[config.mk]
export PLATFORM = sky130hd
export DESIGN_NAME = cache_hit_select
export DESIGN_NICKNAME = d
export VERILOG_FILES = /design/src/rtl/cache_hit_select.sv
export SDC_FILE = /design/constraint.sdc
export NUM_CORES = 1
export LEC_CHECK = 0
export CAP_MARGIN = 20
export CORE_AREA = 2 2 278 280
export CTS_BUF_LIST = sky130_fd_sc_hd__clkbuf_8
export CTS_CLUSTER_DIAMETER = 120
export DETAILED_ROUTE_END_ITERATION = 10
export DIE_AREA = 0 0 280 282
export PLACE_DENSITY = 0.47
export SKIP_LAST_GASP = 1
export SLEW_MARGIN = 20
export SYNTH_ARGS = -nofsm -noshare
export SYNTH_HDL_FRONTEND = slang
export SYNTH_SLANG_ARGS = --single-unit
export TNS_END_PERCENT = 100
[constraint.sdc]
create_clock -name clk -period 9.02 [get_ports clk]
set_input_delay 1.804 -clock clk [delete_from_list [all_inputs] [get_ports clk]]
set_output_delay 1.804 -clock clk [all_outputs]
set_load 0.01 [all_outputs]
[src/rtl/cache_hit_select.sv]
// cache_hit_select: N-way tag compare, hit-way block select and word extract,
// split over two registered stages with valid/ready handshakes on both sides.
// Also keeps saturating hit/miss statistics for completed responses.
//
// Handshake rules (both sides): a transfer happens on a rising edge where
// valid && ready are both high. A producer holding valid keeps its payload
// stable until the transfer. req_ready depends only on internal state and
// rsp_ready, never on req_valid. rsp_* are held stable while rsp_valid is high
// and rsp_ready is low.
module cache_hit_select #(
   parameter int TAG           = 20,
   parameter int WAYS          = 4,
   parameter int DATA_BLOCK    = 128,
   parameter int WORD_SIZE_BIT = 32,
   parameter int CNT_W         = 32,
   localparam int WORDS  = DATA_BLOCK / WORD_SIZE_BIT,
   localparam int WORD_W = $clog2(WORDS),
   localparam int WAY_W  = (WAYS > 1) ? $clog2(WAYS) : 1
) (
   input  logic                       clk,
   input  logic                       reset,
   input  logic                       req_valid,
   output logic                       req_ready,
   input  logic [TAG-1:0]             req_tag,
   input  logic [WORD_W-1:0]          req_word,
   input  logic [WAYS*TAG-1:0]        way_tag,
   input  logic [WAYS-1:0]            way_valid,
   input  logic [WAYS*DATA_BLOCK-1:0] way_data,
   output logic                       rsp_valid,
   input  logic                       rsp_ready,
   output logic                       rsp_hit,
   output logic [WAY_W-1:0]           rsp_way,
   output logic                       rsp_multi_hit,
   output logic [WORD_SIZE_BIT-1:0]   rsp_word,
   input  logic                       clr_stats,
   output logic [CNT_W-1:0]           hit_count,
   output logic [CNT_W-1:0]           miss_count
);

   localparam logic [CNT_W-1:0] CNT_MAX = '1;

   // stage 1 registers (tag compare result and selected block)
   logic                     s1_valid_q;
   logic                     s1_hit_q,   s1_hit_d;
   logic [WAY_W-1:0]         s1_way_q,   s1_way_d;
   logic                     s1_multi_q, s1_multi_d;
   logic [DATA_BLOCK-1:0]    s1_block_q, s1_block_d;
   logic [WORD_W-1:0]        s1_word_q;

   // stage 2 registers (the response outputs)
   logic                     rsp_valid_q;
   logic                     rsp_hit_q;
   logic [WAY_W-1:0]         rsp_way_q;
   logic                     rsp_multi_q;
   logic [WORD_SIZE_BIT-1:0] rsp_word_q, rsp_word_d;

   // statistics
   logic [CNT_W-1:0]         hit_count_q,  hit_count_d;
   logic [CNT_W-1:0]         miss_count_q, miss_count_d;

   logic adv1, adv2, rsp_fire;

   // a stage may load when it is empty or its content moves on this edge
   assign adv2      = !rsp_valid_q || rsp_ready;
   assign adv1      = !s1_valid_q || adv2;
   assign req_ready = adv1;
   assign rsp_fire  = rsp_valid_q && rsp_ready;

   // valid-gated tag compare; the lowest matching way wins, further matches flag multi-hit
   always_comb begin
      s1_hit_d   = 1'b0;
      s1_way_d   = '0;
      s1_multi_d = 1'b0;
      s1_block_d = '0;
      for (int i = 0; i < WAYS; i++) begin
         if (way_valid[i] && (way_tag[i*TAG +: TAG] == req_tag)) begin
            if (s1_hit_d) begin
               s1_multi_d = 1'b1;
            end else begin
               s1_hit_d   = 1'b1;
               s1_way_d   = WAY_W'(i);
               s1_block_d = way_data[i*DATA_BLOCK +: DATA_BLOCK];
            end
         end
      end
   end

   // addressed word out of the stage-1 block, forced to zero on a miss
   always_comb begin
      rsp_word_d = '0;
      for (int w = 0; w < WORDS; w++) begin
         if (s1_hit_q && (WORD_W'(w) == s1_word_q)) begin
            rsp_word_d = s1_block_q[w*WORD_SIZE_BIT +: WORD_SIZE_BIT];
         end
      end
   end

   // stage 1: capture compare result when a request is accepted
   always_ff @(posedge clk or posedge reset) begin
      if (reset) begin
         s1_valid_q <= 1'b0;
         s1_hit_q   <= 1'b0;
         s1_way_q   <= '0;
         s1_multi_q <= 1'b0;
         s1_block_q <= '0;
         s1_word_q  <= '0;
      end else if (adv1) begin
         s1_valid_q <= req_valid;
         if (req_valid) begin
            s1_hit_q   <= s1_hit_d;
            s1_way_q   <= s1_way_d;
            s1_multi_q <= s1_multi_d;
            s1_block_q <= s1_block_d;
            s1_word_q  <= req_word;
         end
      end
   end

   // stage 2: response registers, held while the consumer stalls
   always_ff @(posedge clk or posedge reset) begin
      if (reset) begin
         rsp_valid_q <= 1'b0;
         rsp_hit_q   <= 1'b0;
         rsp_way_q   <= '0;
         rsp_multi_q <= 1'b0;
         rsp_word_q  <= '0;
      end else if (adv2) begin
         rsp_valid_q <= s1_valid_q;
         if (s1_valid_q) begin
            rsp_hit_q   <= s1_hit_q;
            rsp_way_q   <= s1_way_q;
            rsp_multi_q <= s1_multi_q;
            rsp_word_q  <= rsp_word_d;
         end
      end
   end

   // saturating statistics; a clear wins over an increment in the same cycle
   always_comb begin
      hit_count_d  = hit_count_q;
      miss_count_d = miss_count_q;
      if (clr_stats) begin
         hit_count_d  = '0;
         miss_count_d = '0;
      end else if (rsp_fire) begin
         if (rsp_hit_q) begin
            if (hit_count_q != CNT_MAX) hit_count_d = hit_count_q + CNT_W'(1);
         end else begin
            if (miss_count_q != CNT_MAX) miss_count_d = miss_count_q + CNT_W'(1);
         end
      end
   end

   // statistics registers
   always_ff @(posedge clk or posedge reset) begin
      if (reset) begin
         hit_count_q  <= '0;
         miss_count_q <= '0;
      end else begin
         hit_count_q  <= hit_count_d;
         miss_count_q <= miss_count_d;
      end
   end

   assign rsp_valid     = rsp_valid_q;
   assign rsp_hit       = rsp_hit_q;
   assign rsp_way       = rsp_way_q;
   assign rsp_multi_hit = rsp_multi_q;
   assign rsp_word      = rsp_word_q;
   assign hit_count     = hit_count_q;
   assign miss_count    = miss_count_q;

endmodule

==> results of run 1 <==
==> through the flow <==
step / instance area, um^2 / instances / util, %
6_report: 25200 / 3333 / 33.4
2_1_floorplan: 16200 / 1702 / -
4_1_cts: 25200 / 3321 / 33.3
3_3_place_gp: 24000 / 3231 / 31.8
5_1_grt: 25200 / 3331 / 33.3
3_5_place_dp: 24100 / 3231 / 31.8
==> flip-flops by register name (all words and copies together), names as in the netlist <==
signal         count
rsp_word          32
rsp_valid          1
s1_hit_q           1
s1_valid_q         1
miss_count        32
s1_block_q       128
rsp_way            2
s1_word_q          2
hit_count         32
s1_multi_q         1
rsp_multi_hit      1
rsp_hit            1
s1_way_q           2
==> cells by family after synthesis <==
family / after synthesis / synth area share [%]
flip-flops: 236 / 36.6
multiplexers: 39 / 4.97
XOR/XNOR: 138 / 7.48
adder cells (fa/ha/maj): 2 / 0.155
AND/OR/NAND/NOR: 641 / 21.6
AO/OA/AOI/OAI: 442 / 23.6
buffers and inverters: 204 / 5.57
==> path summary, 6_finish.rpt <==
check                                        start                         end  slack [ns]  cells past startpoint
setup / recovery                       req_tag[18]  s1_block_q[61]$_DFFE_PP0P_        3.59                      8
hold / removal             s1_way_q[1]$_DFFE_PP0P_     s1_way_q[1]$_DFFE_PP0P_        0.49                      2
setup reg to reg             rsp_valid$_DFFE_PP0P_   s1_block_q[0]$_DFFE_PP0P_        5.50                      6
hold reg to reg            s1_way_q[1]$_DFFE_PP0P_     s1_way_q[1]$_DFFE_PP0P_        0.49                      2
max in group asynchronous                    reset  s1_block_q[53]$_DFFE_PP0P_        5.93                      3
min in group asynchronous                    reset   s1_block_q[7]$_DFFE_PP0P_        1.71                      2
==> final cells by class <==
cell class,count,share of cell area [%]
Timing Repair Buffer,752,29.7
Tap cell,978,4.85
Sequential cell,236,23.4
Clock inverter,23,0.892
Clock buffer,67,3.65
Inverter,4,0.0892
Multi-Input combinational cell,1262,37.3
Antenna cell,11,0.109
==> layer usage <==
| layer | wire length [um] | GRT usage [%] | up-vias |
|---|---|---|---|
| li1 | - | - | 7949 |
| met3 | 7780 | 5.87 | 146 |
| met4 | 1940 | 5.76 | 22 |
| met5 | 147 | 0 | - |
| met1 | 41400 | 30.8 | 9291 |
| met2 | 45700 | 38.5 | 919 |
==> cell usage in the layout (no fill, tap or decap), types with 3 or more instances in the layout <==
cell type,netlist,layout
bufinv_16,0,5
o21ai_0,5,5
nand3b_1,3,3
clkbuf_8,0,67
xor2_1,95,95
a311oi_1,128,128
inv_1,4,15
or3_1,4,4
dfrtp_1,236,234
buf_4,1,24
nor3_1,146,146
nand2_1,23,21
a21oi_1,4,4
and2_1,130,130
buf_12,0,4
o211ai_1,5,5
and3_1,17,14
nand4_1,36,36
mux2_2,5,5
nand2b_1,5,5
nor2_1,72,72
a22o_1,32,32
diode_2,0,11
o2111ai_1,128,128
a211o_1,128,128
clkdlybuf4s50_1,0,723
clkinv_2,0,6
and4_4,2,4
xnor2_1,43,43
a211oi_1,5,5
nor4_1,27,26
and4_1,8,6
mux4_2,32,32
nand3_1,156,154
==> worst register-to-register path, cell delays in order (launching register included) <==
cell      delay [ns]
dfrtp_1         0.44
nand3b_1        0.24
nand2_4         0.44
nor4_4          0.47
buf_4           0.65
buf_4           0.87
a211o_1         0.34
==> power by group <==
group	leakage, uW	internal (uW)	switching [uW]
Sequential	0.00328	1060	18.9
Clock	0.000640	801	548
Combinational	0.00614	285	204
==> summary.txt, run 1 <==
Outcome
  – Outcome: complete, no violations

Critical path
  – CP Max Fanout: 51
  – Worst Path Arrival: 5.98 ns
  – WP data required: 9.57 ns
  – Slowest cell on crit path: a311oi_1
  – CP Launch Type: primary input
  – CP Buf/Inv Count: 2
  – Nature of the critical path endpoint: register
  – Crit Path Category: in -> reg
  – Top delay family on crit path: simple AND/OR/NAND/NOR gates
  – CP max stage delay: 0.79 ns
  – Critical-path cell list: clkdlybuf4s50_1 > xor2_1 > nor4_1 > and3_4 > buf_4 > nand3_1 > a311oi_1 > a211o_1

Min path
  – HP Class: reg -> reg

Pwr
  – VDD IR max: 0.0816 mV
  – Overall power: 2920 uW
  – Pwr/cell area: 116 nW/um^2
  – LEAKAGE: 0.0101 uW

Clocking
  – CTS Sinks: 236
  – # resized after CTS: 0
  – Clock Pin Slew Worst Setup and Hold Paths: 0.06 ns
  – H-tree lvl count: 2
  – # Post-CTS Setup Buffers: 0
  – Cts bufs inserted: 50
  – CTS Hold Bufs: 0
  – Max Buffers Root-to-Sink: 3
  – Root Buffer: clkbuf_8
  – Clock Latency Late Sink: 0.63 ns
  – CTS tree: built

Yosys
  – Synth Cell Area: 16200 um^2
  – Synth warnings: 0
  – Seq/Total Area, Yosys: 36.6%
  – Synth top area share: 36.6%
  – Post-synth top cells: dfrtp_1 (236), nand3_1 (156), nor3_1 (146)
  – Synth area leaders: dfrtp_1 (37%), a211o_1 (6.9%), a311oi_1 (6.9%), o2111ai_1 (6.9%), xor2_1 (5.2%)
  – Synthesized flop and latch total: 236
  – Mean cell area of the mapped netlist: 9.49 um^2
  – Synth cell types: 51
  – EDFF count, synth: 0
  – Dominant synthesized flop cell: dfrtp_1
  – Cell count after synthesis: 1702
  – FFs w/ async S/R, synth: 100%
  – Syn nets: 2327
  – Cell taking the most area after synthesis: dfrtp_1
  – Most frequent cell after synthesis: dfrtp_1

STA
  – Final Hold Fails: 0
  – Post-route setup TNS: 0 ns
  – Clk_skew: 0.0183 ns
  – RSZ-0062 raised after global routing: no
  – Maximum clock frequency: 184 MHz
  – Max Slew Vio Count: 0
  – Slew of the pin with the lowest slew margin: 1.02 ns
  – Hold_ws: 0.486 ns
  – Slew margin rel.: 32.1%
  – PnR worst setup slack: 3.59 ns
  – Fin crit share: 60.2%
  – Min Clock Period, post-route: 5.43 ns
  – Final setup vio count: 0

Finish
  – Register area: 5910 um^2
  – Area Growth Syn to Fin: 56.3%
  – Nets@finish: 2931
  – Share of layout cells above drive strength 1: 7.25%
  – Fillers: 7724
  – Multi-input gate area: 9420 um^2

Drt
  – First-pass iteration count of the detailed router: 6
  – Remaining antenna violation count: 0
  – Routed vias: 18327
  – Drt first-iter violations: 1435
  – Remaining DRCs: 0
  – WL/cell: 29.1 um
  – DRT Wirelength: 97.0 mm
  – Drt via density: 5.50

Global route
  – First-pass GRT wire length: 136 mm
  – GR Util All Layers: 23.5%
  – Total gr overflow: 0
  – Largest net degree at the start of global routing: 133
  – Initial antenna violation count: 33
  – Vias in the first global route: 18583

Floorplan
  – Core Box Area: 75700 um^2
  – Die Y: 282 um
  – Starting Density: 21.3%
  – Top-level port count: 725
  – Die Width: 280 um
  – Die area: 79000 um^2
  – Row count: 101

Placed design
  – HPWL Detailed: 70.9 mm
  – Pre-CTS WS: 2.96 ns
  – Buffers on Ports: 724
  – Placer Congestion: 0.898

Run
  – Max_cap viols: 0
No activity file was read; power rests on OpenSTA's default activity.
==> inputs of run 2 (changes only) <==
--- a/config.mk
+++ b/config.mk
@@ -6,11 +6,11 @@
 export NUM_CORES = 1
 export LEC_CHECK = 0
 export CAP_MARGIN = 20
-export CORE_AREA = 2 2 278 280
+export CORE_AREA = 2 2 282 284
 export CTS_BUF_LIST = sky130_fd_sc_hd__clkbuf_8
 export CTS_CLUSTER_DIAMETER = 120
 export DETAILED_ROUTE_END_ITERATION = 10
-export DIE_AREA = 0 0 280 282
+export DIE_AREA = 0 0 284 286
 export PLACE_DENSITY = 0.47
 export SKIP_LAST_GASP = 1
 export SLEW_MARGIN = 20
==> constraint.sdc (replaced) <==
create_clock -name clk -period 4.7 [get_ports clk]
set_input_delay 0.94 -clock clk [delete_from_list [all_inputs] [get_ports clk]]
set_output_delay 0.94 -clock clk [all_outputs]
set_load 0.01 [all_outputs]
==> run 2 against run 1 <==
Critical path type unchanged. Clock power increased by 70%. Non-clock buffer count increased by 24. Final area increased by 1.3%. Register-to-register slack got worse by 3.3 ns. Largest cell class unchanged. Sequential power increased by 94%. First-iteration DRC count increased by 0.84%.
==> summary.txt, run 2 (synthesized netlist as in run 1, its figures left out) <==
STA
  – Slew margin rel.: 25.6%
  – Clk_skew: 0.0305 ns
  – Post-route setup TNS: 0 ns
  – Final Hold Fails: 0
  – Fin crit share: 84.4%
  – Slew of the pin with the lowest slew margin: 1.12 ns
  – Min Clock Period, post-route: 3.97 ns
  – RSZ-0062 raised after global routing: no
  – Max Slew Vio Count: 0
  – Final setup vio count: 0
  – Maximum clock frequency: 252 MHz

Drt
  – Drt first-iter violations: 1447
  – Remaining DRCs: 0
  – Remaining antenna violation count: 0
  – First-pass iteration count of the detailed router: 6
  – Drt via density: 5.34
  – Routed vias: 18311
  – WL/cell: 28.4 um
  – DRT Wirelength: 97.3 mm

Clocking
  – # Post-CTS Setup Buffers: 0
  – CTS Sinks: 236
  – CTS Hold Bufs: 0
  – Clock Latency Late Sink: 0.62 ns
  – H-tree lvl count: 2
  – Root Buffer: clkbuf_8
  – CTS tree: built
  – # resized after CTS: 0
  – Clock Pin Slew Worst Setup and Hold Paths: 0.06 ns
  – Cts bufs inserted: 49
  – Max Buffers Root-to-Sink: 3

Pwr
  – Sequential fraction of design power: 39.7%
  – Clk pwr share: 43.2%
  – LEAKAGE: 0.0102 uW
  – Overall power: 5290 uW
  – VDD IR max: 0.130 mV
  – NetSw: 1410 uW
  – Combinational share of power: 17.1%
  – Internal power: 3880 uW
  – Pwr/cell area: 207 nW/um^2
  – Sw Share: 26.6%

Finish
  – Share of layout cells above drive strength 1: 7.65%
  – Register area: 5910 um^2
  – Max reg flops: 128
  – Reg with most FFs: s1_block_q
  – Multi-input gate area: 9410 um^2
  – Commonest non-fill, non-tap cell in the layout: clkdlybuf4s50_1
  – Nets@finish: 2954
  – Area Growth Syn to Fin: 58.3%
  – Most frequent cells in the layout: clkdlybuf4s50_1 (723), dfrtp_1 (234), nand3_1 (154)
  – Fillers: 8250

Placed design
  – Placer Congestion: 0.921
  – Buffers on Ports: 724
  – HPWL Detailed: 72.3 mm

Critical path
  – Critical-path cell list: clkdlybuf4s50_1 > xor2_1 > nor4_1 > nand4_1 > or2_4 > buf_12 > a311oi_1 > buf_4 > a211o_1
  – Worst Path Arrival: 4.51 ns
  – FF-to-FF End: s1_block_q[61]$_DFFE_PP0P_
  – CP max stage delay: 0.78 ns
  – Critical R2R Launch: rsp_valid$_DFFE_PP0P_
  – WP data required: 5.24 ns
  – R2R setup slack: 2.17 ns
  – Slowest cell on crit path: a311oi_1
  – CP Launch Type: primary input
  – R2R cell count: 6
  – Crit Path Category: in -> reg
  – CP Max Fanout: 73
  – Nature of the critical path endpoint: register

Global route
  – Grt met2 use: 37.0%
  – Largest net degree at the start of global routing: 107
  – GR Util met3: 6.59%
  – Vias in the first global route: 18813
  – Gr busiest metal: met2
  – GR Util All Layers: 23.0%
  – Initial antenna violation count: 34
  – Total gr overflow: 0
  – GR Layer Usage met1: 30.2%
  – First-pass GRT wire length: 138 mm

Floorplan
  – Top-level port count: 725
  – Row count: 103
  – Die area: 81200 um^2
  – Starting Density: 20.6%
  – Die Y: 286 um
  – Core Box Area: 78400 um^2
  – Die Width: 284 um

Run
  – Max_cap viols: 0

Min path
  – Worst Hold End: s1_multi_q$_DFFE_PP0P_
  – Worst Hold Launch: s1_multi_q$_DFFE_PP0P_
  – Worst Hold Path Cells: 2
  – HP Class: reg -> reg

Outcome
  – Outcome: complete, no violations
## run 2: cell count changes in the layout (fill, tap and decap cells not counted), sizes merged
cell	delta
clkbuf	-8
clkinvlp	+3
bufinv	-2
inv	+8
buf	+24
clkinv	-4
diode	+3
## run 2: cell type report
type | instances | share of cell area [%]
clock inverters | 28 | 0.759
multi-input cells | 1262 | 36.8
clock buffers | 59 | 3.18
flip-flops and latches | 236 | 23.1
inverters | 4 | 0.0734
repair buffers | 776 | 30.8
well taps | 1050 | 5.14
diodes | 14 | 0.137
## run 2: metal layers
| layer | part of all wire (%) | vias up |
|---|---|---|
| met5 | 0.20 | - |
| met4 | 2.4 | 32 |
| met3 | 8.7 | 164 |
| met2 | 46 | 871 |
| met1 | 42 | 9255 |
| li1 | - | 7989 |
## run 2: through the flow
step | utilization (%) | cell area, um^2 | cells | setup slack, ns | hold WS [ns]
3_3_place_gp | 31.3 | 24500 | 3328 | 0.192 | 0.466
2_1_floorplan | - | 16200 | 1702 | 0.668 | 0.442
6_report | 32.6 | 25600 | 3429 | 0.732 | 0.488
5_1_grt | 32.6 | 25600 | 3425 | 0.767 | 0.505
3_5_place_dp | 31.3 | 24500 | 3328 | 0.219 | 0.474
4_1_cts | 32.6 | 25500 | 3415 | 0.877 | 0.486
## run 2: worst max-delay path by stage
| stage | start | end | slack (ns) | cells past startpoint |
|---|---|---|---|---|
| after detailed placement | req_tag[15] | s1_block_q[61]$_DFFE_PP0P_ | 0.22 | 9 |
| after global routing | req_tag[15] | s1_block_q[61]$_DFFE_PP0P_ | 0.77 | 9 |
| after global placement | req_tag[15] | s1_block_q[61]$_DFFE_PP0P_ | 0.19 | 9 |
| final | req_tag[15] | s1_block_q[61]$_DFFE_PP0P_ | 0.73 | 9 |
| after CTS | req_tag[15] | s1_block_q[61]$_DFFE_PP0P_ | 0.88 | 9 |
| after floorplan | reset | hit_count[0]$_DFFE_PP0P_ | 0.67 | 1 |
## run 2: power groups by stage
stage               clock network, uW  registers [uW]  logic [uW]
detailed placement                  0            2140         909
global route                     2460            2110         958
CTS                              2370            2100         915
global placement                    0            2140         916
finish                           2290            2100         906
floorplan                           0            2080         246
## run 2: worst max-delay path, delay by kind of cell
family,cells,cell delay [ns]
AOI/OAI and AO/OA,2,0.87
xor gates and xnor gates,1,0.24
buffers and inverters,3,1.00
and+or+nand+nor,3,1.29
==> inputs of run 3 (changes only) <==
--- a/config.mk
+++ b/config.mk
@@ -6,11 +6,11 @@
 export NUM_CORES = 1
 export LEC_CHECK = 0
 export CAP_MARGIN = 20
-export CORE_AREA = 2 2 282 284
+export CORE_AREA = 2 2 278 280
 export CTS_BUF_LIST = sky130_fd_sc_hd__clkbuf_8
 export CTS_CLUSTER_DIAMETER = 120
 export DETAILED_ROUTE_END_ITERATION = 10
-export DIE_AREA = 0 0 284 286
+export DIE_AREA = 0 0 280 282
 export PLACE_DENSITY = 0.47
 export SKIP_LAST_GASP = 1
 export SLEW_MARGIN = 20
==> constraint.sdc (replaced) <==
create_clock -name clk -period 3.9 [get_ports clk]
set_input_delay 0.78 -clock clk [delete_from_list [all_inputs] [get_ports clk]]
set_output_delay 0.78 -clock clk [all_outputs]
set_load 0.01 [all_outputs]
==> run 3 against run 2 <==
Sequential cell count did not move. First-iteration DRC count rose by 0.48%. Via count rose by 0.27%. Clock-buffer cell count did not move. Critical path depth did not move. Utilization rose by 1.7 points. Sequential share of layout area fell by 0.36 points. Global-route usage rose by 0.61 points. Hold slack got worse by 0.0052 ns. Combinational power rose by 23%. Die area fell by 2.8%. Largest cell class unchanged.
==> summary.txt, run 3 (synthesized netlist as in run 1, its figures left out) <==
Floorplan
  – Die Y: 282 um
  – Row count: 101
  – Starting Density: 21.3%
  – Die area: 79000 um^2
  – Core Box Area: 75700 um^2
  – Die Width: 280 um
  – Top-level port count: 725

Pwr
  – Overall power: 6200 uW
  – LEAKAGE: 0.0105 uW
  – Pwr/cell area: 239 nW/um^2
  – VDD IR max: 0.174 mV

Min path
  – HP Class: reg -> reg
  – Worst Hold Launch: s1_way_q[0]$_DFFE_PP0P_

Critical path
  – Nature of the critical path endpoint: register
  – CP max stage delay: 0.64 ns
  – Critical-path cell list: clkdlybuf4s50_1 > xor2_1 > nor4_1 > and4_4 > buf_12 > buf_4 > nand3_1 > a311oi_1 > a211o_1
  – CP Max Fanout: 53
  – Critical R2R Launch: hit_count[4]$_DFFE_PP0P_
  – Top delay family on crit path: buffers and inverters
  – Slowest cell on crit path: a311oi_1
  – WP data required: 4.45 ns
  – CP Launch Type: primary input
  – Crit Path Category: in -> reg
  – Worst Setup SP: req_tag[16]
  – Worst Path Arrival: 4.00 ns
  – CP Buf/Inv Count: 3

Finish
  – Nets@finish: 3014
  – Reg with most FFs: s1_block_q
  – Post-layout util: 34.3%
  – Area Growth Syn to Fin: 60.8%
  – Most frequent cells in the layout: clkdlybuf4s50_1 (723), dfrtp_1 (234), nand3_1 (154)
  – Share of layout cells above drive strength 1: 9.79%
  – Final instance area: 26000 um^2
  – Commonest non-fill, non-tap cell in the layout: clkdlybuf4s50_1
  – Max reg flops: 128

Drt
  – Remaining antenna violation count: 0
  – Drt via density: 5.37
  – DRT Wirelength: 96.8 mm
  – Drt first-iter violations: 1454
  – WL/cell: 28.3 um
  – First-pass iteration count of the detailed router: 5
  – Routed vias: 18360
  – Remaining DRCs: 0

Global route
  – Vias in the first global route: 18850
  – Total gr overflow: 0
  – First-pass GRT wire length: 136 mm
  – GR Util All Layers: 23.6%
  – Largest net degree at the start of global routing: 88
  – Initial antenna violation count: 55

Clocking
  – Max Buffers Root-to-Sink: 3
  – # resized after CTS: 0
  – Cts bufs inserted: 50
  – Clock Pin Slew Worst Setup and Hold Paths: 0.05 ns
  – H-tree lvl count: 2
  – Root Buffer: clkbuf_8
  – CTS Sinks: 236
  – CTS tree: built
  – # Post-CTS Setup Buffers: 0
  – CTS Hold Bufs: 0
  – Clock Latency Late Sink: 0.65 ns

STA
  – Slew margin rel.: 30.1%
  – Clk_skew: 0.0516 ns
  – Maximum clock frequency: 290 MHz
  – Fin crit share: 88.4%
  – Slew of the pin with the lowest slew margin: 1.04 ns
  – RSZ-0062 raised after global routing: no
  – Min Clock Period, post-route: 3.45 ns
  – Final Hold Fails: 0
  – Max Slew Vio Count: 0
  – Final setup vio count: 0

Placed design
  – HPWL Detailed: 73.5 mm
  – Buffers on Ports: 724
  – Placer Congestion: 0.897
  – Area after DPL: 25000 um^2

Run
  – Max_cap viols: 0

Outcome
  – Outcome: complete, no violations
==> run 3: cell types whose count changed in the layout (fill, tap and decap cells not counted), moves of 3 or more <==
cell,delta
buf_12,+11
buf_4,+48
bufinv_16,-3
diode_2,+5
==> run 3: path summary, 6_finish.rpt <==
check | endpoint | slack (ns) | cells after the start
min | s1_way_q[0]$_DFFE_PP0P_ | 0.48 | 1
max reg2reg | hit_count[6]$_DFFE_PP0P_ | 1.38 | 7
min reg2reg | s1_way_q[0]$_DFFE_PP0P_ | 0.48 | 1
min in group asynchronous | hit_count[19]$_DFFE_PP0P_ | 0.52 | 2
max | s1_block_q[122]$_DFFE_PP0P_ | 0.45 | 9
max in group asynchronous | rsp_word[22]$_DFFE_PP0P_ | 2.56 | 4
==> run 3: per-layer routing <==
| metal | wire length, um | GRT usage [%] | vias up |
|---|---|---|---|
| met5 | 310 | 0 | - |
| met4 | 2130 | 6.13 | 50 |
| met3 | 8600 | 7.37 | 161 |
| met2 | 45600 | 38.6 | 905 |
| met1 | 40200 | 30.0 | 9125 |
| li1 | - | - | 8119 |
==> run 3: metrics by stage <==
step,setup TNS [ns],cells,hold slack (ns),setup WS [ns]
after floorplan,0,1702,0.442,0.0281
after global placement,-10.31,3314,0.463,-0.257
after detailed placement,-7.49,3314,0.471,-0.256
after CTS,0,3397,0.483,0.416
after global routing,0,3409,0.500,0.386
final,0,3417,0.483,0.452
==> run 3: worst reg2reg max path, stage by stage, from the launching register on <==
cell and delay, ns:
dfrtp_1 0.49, and4_4 0.32, nand4_2 0.30, nor4b_4 0.60, buf_4 0.35, nor4_1 0.10, xnor2_1 0.19, nor2_1 0.06
==> run 3: power by group <==
part,switching [uW],internal [uW]
clock network,1210,1350
registers,74.1,2460
logic,420,689
total,1700,4490
==> run 3: layout make-up <==
| type | count | area, um^2 |
|---|---|---|
| flip-flops and latches | 236 | 5910 |
| clock buffers | 59 | 812 |
| diodes | 19 | 47.5 |
| fillers | 7654 | 49700 |
| multi-input cells | 1262 | 9410 |
| well taps | 978 | 1220 |
| clock inverters | 24 | 97.6 |
| inverters | 4 | 18.8 |
| repair buffers | 835 | 8450 |
